$ cat src/rtl/dmem_bus_bridge.sv
// -----------------------------------------------------------------------------
// dmem_bus_bridge
//
// Connects the core's single-cycle data-memory port to a multi-cycle
// request/acknowledge system bus. Each load or store becomes one bus
// transaction. Store data is replicated onto the addressed byte lanes. Load
// data comes back right-justified, so the core's sign/zero extension needs no
// change. The core is held through hlt_o until the transaction completes.
// Misaligned or illegal accesses never reach the bus and set a sticky flag.
// Bus errors and timeouts set a separate sticky flag.
//
// Ports
//   clk_i, rst_i          clock, synchronous active-high reset
//   dmem_addr_i[31:0]     byte address from the core
//   dmem_data_i[31:0]     right-justified store data
//   dmem_access_width_i   000 B, 001 H, 010 W, 100 BU, 101 HU
//   dmem_we_i, dmem_re_i  store / load strobes (a store wins if both are set)
//   ext_hlt_i             external halt request, ORed into hlt_o
//   dmem_data_o[31:0]     load data, valid only in the commit (DONE) cycle
//   hlt_o                 combinational core halt
//   bus_req_o/we/addr/sel/wdata   registered bus request signals
//   bus_rdata_i, bus_ack_i, bus_err_i   bus response (err beats ack)
//   misaligned_o, bus_fault_o   sticky flags, cleared only by reset
// -----------------------------------------------------------------------------
module dmem_bus_bridge #(
   parameter int unsigned TIMEOUT_CYCLES = 255
) (
   input  logic        clk_i,
   input  logic        rst_i,
   input  logic [31:0] dmem_addr_i,
   input  logic [31:0] dmem_data_i,
   input  logic [2:0]  dmem_access_width_i,
   input  logic        dmem_we_i,
   input  logic        dmem_re_i,
   input  logic        ext_hlt_i,
   output logic [31:0] dmem_data_o,
   output logic        hlt_o,
   output logic        bus_req_o,
   output logic        bus_we_o,
   output logic [29:0] bus_addr_o,
   output logic [3:0]  bus_sel_o,
   output logic [31:0] bus_wdata_o,
   input  logic [31:0] bus_rdata_i,
   input  logic        bus_ack_i,
   input  logic        bus_err_i,
   output logic        misaligned_o,
   output logic        bus_fault_o
);

   typedef enum logic [1:0] {
      IDLE = 2'd0,
      BUS  = 2'd1,
      DONE = 2'd2
   } state_t;

   state_t      state_reg;
   logic        bus_req_reg;
   logic        bus_we_reg;
   logic [29:0] bus_addr_reg;
   logic [3:0]  bus_sel_reg;
   logic [31:0] bus_wdata_reg;
   logic [1:0]  offset_reg;
   logic [31:0] rdata_reg;
   logic [31:0] cnt_reg;
   logic        misaligned_reg;
   logic        fault_reg;

   logic        access_valid;
   logic        width_legal;
   logic        bad_align;
   logic        start_access;
   logic        reject_access;
   logic        timeout_hit;
   logic [3:0]  sel_next;
   logic [31:0] wdata_next;
   logic [31:0] rdata_shifted;

   // An access is only considered in IDLE and while no external halt is
   // pending; a strobe still high during DONE belongs to the instruction that
   // is committing and must not start a second transaction.
   assign access_valid = (state_reg == IDLE) && (dmem_we_i || dmem_re_i) && !ext_hlt_i;

   always_comb begin
      width_legal = 1'b0;
      bad_align   = 1'b0;
      sel_next    = 4'b0000;
      wdata_next  = dmem_data_i;
      case (dmem_access_width_i)
         3'b000, 3'b100: begin
            width_legal = 1'b1;
            sel_next    = 4'b0001 << dmem_addr_i[1:0];
            wdata_next  = {4{dmem_data_i[7:0]}};
         end
         3'b001, 3'b101: begin
            width_legal = 1'b1;
            bad_align   = dmem_addr_i[0];
            sel_next    = 4'b0011 << dmem_addr_i[1:0];
            wdata_next  = {2{dmem_data_i[15:0]}};
         end
         3'b010: begin
            width_legal = 1'b1;
            bad_align   = (dmem_addr_i[1:0] != 2'b00);
            sel_next    = 4'b1111;
            wdata_next  = dmem_data_i;
         end
         default: begin
            width_legal = 1'b0;
         end
      endcase
   end

   assign start_access  = access_valid && width_legal && !bad_align;
   assign reject_access = access_valid && (!width_legal || bad_align);

   // The counter holds the number of completed BUS cycles, so reaching T-1
   // during a BUS cycle means this is the T-th cycle without a response.
   // An ack arriving in that same cycle still completes the access normally.
   assign timeout_hit = (TIMEOUT_CYCLES != 0) && (cnt_reg == TIMEOUT_CYCLES - 32'd1);

   // Upper lanes are passed through unmasked; the core's load extension
   // discards them.
   assign rdata_shifted = bus_rdata_i >> {offset_reg, 3'b000};

   always_ff @(posedge clk_i) begin
      if (rst_i) begin
         state_reg      <= IDLE;
         bus_req_reg    <= 1'b0;
         bus_we_reg     <= 1'b0;
         bus_addr_reg   <= '0;
         bus_sel_reg    <= '0;
         bus_wdata_reg  <= '0;
         offset_reg     <= '0;
         rdata_reg      <= '0;
         cnt_reg        <= '0;
         misaligned_reg <= 1'b0;
         fault_reg      <= 1'b0;
      end else begin
         case (state_reg)
            IDLE: begin
               if (start_access) begin
                  state_reg     <= BUS;
                  bus_req_reg   <= 1'b1;
                  bus_we_reg    <= dmem_we_i;
                  bus_addr_reg  <= dmem_addr_i[31:2];
                  bus_sel_reg   <= sel_next;
                  bus_wdata_reg <= wdata_next;
                  offset_reg    <= dmem_addr_i[1:0];
                  cnt_reg       <= '0;
               end
               if (reject_access) begin
                  misaligned_reg <= 1'b1;
               end
            end
            BUS: begin
               cnt_reg <= cnt_reg + 32'd1;
               if (bus_err_i) begin
                  fault_reg   <= 1'b1;
                  rdata_reg   <= '0;
                  bus_req_reg <= 1'b0;
                  state_reg   <= DONE;
               end else if (bus_ack_i) begin
                  rdata_reg   <= rdata_shifted;
                  bus_req_reg <= 1'b0;
                  state_reg   <= DONE;
               end else if (timeout_hit) begin
                  fault_reg   <= 1'b1;
                  rdata_reg   <= '0;
                  bus_req_reg <= 1'b0;
                  state_reg   <= DONE;
               end
            end
            DONE: begin
               state_reg <= IDLE;
            end
            default: begin
               state_reg   <= IDLE;
               bus_req_reg <= 1'b0;
            end
         endcase
      end
   end

   // Halt is raised in the same cycle the access is seen so the core does not
   // advance past the load/store. It is released in DONE so the core commits.
   assign hlt_o = !rst_i && (ext_hlt_i || start_access || (state_reg == BUS));

   assign dmem_data_o  = (state_reg == DONE) ? rdata_reg : 32'd0;
   assign bus_req_o    = bus_req_reg;
   assign bus_we_o     = bus_we_reg;
   assign bus_addr_o   = bus_addr_reg;
   assign bus_sel_o    = bus_sel_reg;
   assign bus_wdata_o  = bus_wdata_reg;
   assign misaligned_o = misaligned_reg;
   assign bus_fault_o  = fault_reg;

endmodule

$ cat config.mk
export PLATFORM = sky130hd
export DESIGN_NAME = dmem_bus_bridge
export DESIGN_NICKNAME = d
export VERILOG_FILES = /design/src/rtl/dmem_bus_bridge.sv
export SDC_FILE = /design/constraint.sdc
export NUM_CORES = 1
export LEC_CHECK = 0
export CORE_AREA = 2 2 102 114
export DETAILED_ROUTE_END_ITERATION = 7
export DIE_AREA = 0 0 104 116
export DONT_BUFFER_PORTS = 1
export PLACE_DENSITY = 0.75
export SYNTH_ARGS = -nofsm -noshare
export SYNTH_HDL_FRONTEND = slang
export SYNTH_SLANG_ARGS = --single-unit
$ cat constraint.sdc
create_clock -name clk_i -period 4.78 [get_ports clk_i]
set_clock_uncertainty 0.2 [all_clocks]
set_input_delay 0.478 -clock clk_i [delete_from_list [all_inputs] [get_ports clk_i]]
set_output_delay 0.478 -clock clk_i [all_outputs]
set_load 0.03 [all_outputs]
==> run_results.csv <==
group,metric,value,unit
cts,tritoncts,"done",
pwr,leakagePower,2.51,nW
logic_synthesis,syn_area,0.00645,mm²
critical_path,critPathMaxFanout,37,
critical_path,critPathLaunch,"state_reg[1]$_SDFFE_PP0P_",
sta,maxSlewHeadroom,0.253,
flow_run,max-cap-violations,0,
outcome,status,"completed",
global_route,antenna_found_initial,0,
pwr,swShare,0.254,
logic_synthesis,synthCells,815,
logic_synthesis,ys_top_cells_by_area,"dfxtp_1, a21oi_1, nand2_1",
critical_path,worstPathArrival,2.39,ns
pwr,p_total,2.92,mW
cts,cts-resized-gates,0,
place,port_buffers,0,
logic_synthesis,synth_area_leader_cell,"dfxtp_1",
floorplan,core,0.0108,mm²
cts,clk_latency,0.41,ns
sta,fin_crit_sh,0.642,
pwr,power.density,392,mW/mm²
sta,rsz0062_at_grt,"no",
sta,finalSetupTns,0,ns
critical_path,end_kind,"output pin",
logic_synthesis,synth_edf_count,0,
routing,drtAntennaViolNets,0,
global_route,grt.overflow.total,0,
finish,fin_area,0.00746,mm²
place,postPlaceCellArea,0.00644,mm²
sta,worst_pin_slew,1.12,ns
routing,dr.pass1.iters,5,
sta,hold_viol,0,
cts,cts_hold_buf,34,
worst_hold_path,min_from,"dmem_addr_i[14]",
pwr,p_sw,743,µW
routing,wl,18000,µm
pwr,irDropWorstVdd,277,µV
logic_synthesis,syn_nets,923,
global_route,grt_pass1_vias,5556,
global_route,track_usage,0.293,
floorplan,ios,209,
sta,min_period,3.07,ns
logic_synthesis,ys_ff_latch,138,
place,gp_congestion,0.906,
cts,path_clk_slew,0.06,ns
pwr,seq_power_share,0.440,
pwr,intPower,2.18,mW
logic_synthesis,yosys_warnings,0,
pwr,power_frac_comb,0.074,
logic_synthesis,synth_top_area_frac,0.428,
floorplan,die_h,116,µm
critical_path,required,4.10,ns
global_route,grt_pass1_wl,28300,µm
sta,slew_violations,0,
global_route,grt_max_degree,133,
floorplan,die_w,104,µm
critical_path,startpoint_type,"flop",
logic_synthesis,ys_async_sr_fraction,0,
finish,drive_above_1_share,0.0669,
floorplan,dieArea,0.0121,mm²
critical_path,regToRegStartpoint,"cnt_reg[0]$_SDFFE_PP0P_",
routing,drcViolationCount,0,
sta,fmax,326,MHz
logic_synthesis,ys.flop_type,"dfxtp_1",
floorplan,row_count,40,
worst_hold_path,hp-class,"in -> reg",
routing,routedWlPerCell,18.6,µm
cts,clk_path_buf_depth,2,
critical_path,worstSetupPathType,"reg -> out",
cts,clock_sinks,138,
cts,h-tree-depth,4,
routing,drt_iter0_drc,510,
routing,via_count,6064,
pwr,clkPwrFrac,0.486,
sta,finalSetupViolations,0,
cts,numCtsBuffers,17,
logic_synthesis,seq_area_frac_synth,0.428,
logic_synthesis,synth_area_per_cell,7.91,µm²
finish,area_growth_syn_to_layout,15.7,%
cts,postCtsSetupRepairBufs,0,
cts,cts_root_buf,"clkbuf_16",
routing,routed_via_density,6.26,
place,dp_hpwl,11200,µm
finish,diodes,0,
logic_synthesis,synth.distinct_cells,49,
floorplan,start_util,0.597,
finish,nNetsFinal,917,
-- cells by family (layout without fill, tap and decap cells) --
group	count (synthesis)	after routing	synth area share
AOI/OAI and AO/OA	219	219	0.198
DFF	138	138	0.428
buffers and inverters	80	87	0.0485
and+or+nand+nor	337	337	0.259
muxes	39	39	0.0619
adders and majority gates	2	2	0.00388
-- power by group through the flow --
stage	logic (mW)	clock network [mW]	registers [mW]
after floorplan	0.162	0	1.30
after global placement	0.162	0	1.31
after global routing	0.240	1.49	1.29
after CTS	0.211	1.43	1.29
after detailed placement	0.169	0	1.31
final	0.217	1.42	1.29
-- routing by layer --
layer  GRT usage  vias to the layer above  routed length (µm)
li1            -                     2912                   -
met1       0.350                     2799                7060
met2       0.484                      308                8730
met3       0.107                       45                1680
met4       0.119                        0                 520
met5           0                        -                   0
-- cell usage after synthesis (all sizes together) (14+ instances only) --
cell type and instances:
mux2i 32, a21oi 96, and2 33, nor2 47, clkbuf 55, nor3 24, buf 14, or4 14
nand4 28, o21ai 58, nand3 26, dfxtp 138, nand2 124
-- cell type report --
cell class              count  area (µm²)
clock inverters            12         188
inverters                  11        41.3
clock buffers              20         457
well taps                 147         184
repair buffers             44         438
flip-flops and latches    138        2760
multi-input cells         597        3390
fillers                   858        3350
-- through the flow --
stage               worst slack [ns]  instances  hold slack (ns)   util
floorplan                       2.08        815            0.245      -
global placement                1.79        901            0.248  0.596
detailed placement              1.71        901            0.251  0.596
CTS                             1.70        967         0.000444  0.688
global route                    1.53        969          0.00110  0.690
finish                          1.71        969          0.00610  0.690
-- placed cells by master (no fill, tap or decap), types with 12 or more instances in the layout --
cell type and instances:
a21oi_1 96, dlygate4sd3_1 35, nor3_1 24, nand4_1 28
a211oi_1 12, mux2i_1 32, o21ai_0 57, or4_1 13
dfxtp_1 138, and2_1 33, nand2_1 124, nand3_1 26
nor2_1 46, clkbuf_16 17
-- final timing paths --
kind,end,slack (ns),cells past startpoint
hold / removal,bus_addr_o[12]$_SDFFE_PP0P_,0.006,2
setup reg to reg,rdata_reg[19]$_SDFFE_PP0P_,1.82,7
hold reg to reg,rdata_reg[22]$_SDFFE_PP0P_,0.27,2
setup / recovery,hlt_o,1.71,3
-- critical path: stages, from the launching register on --
cell,delay [ns]
dfxtp_1,0.44
nand2b_1,0.89
nand2_1,0.28
o21a_1,0.38
Power figures use the tool's default switching activity.
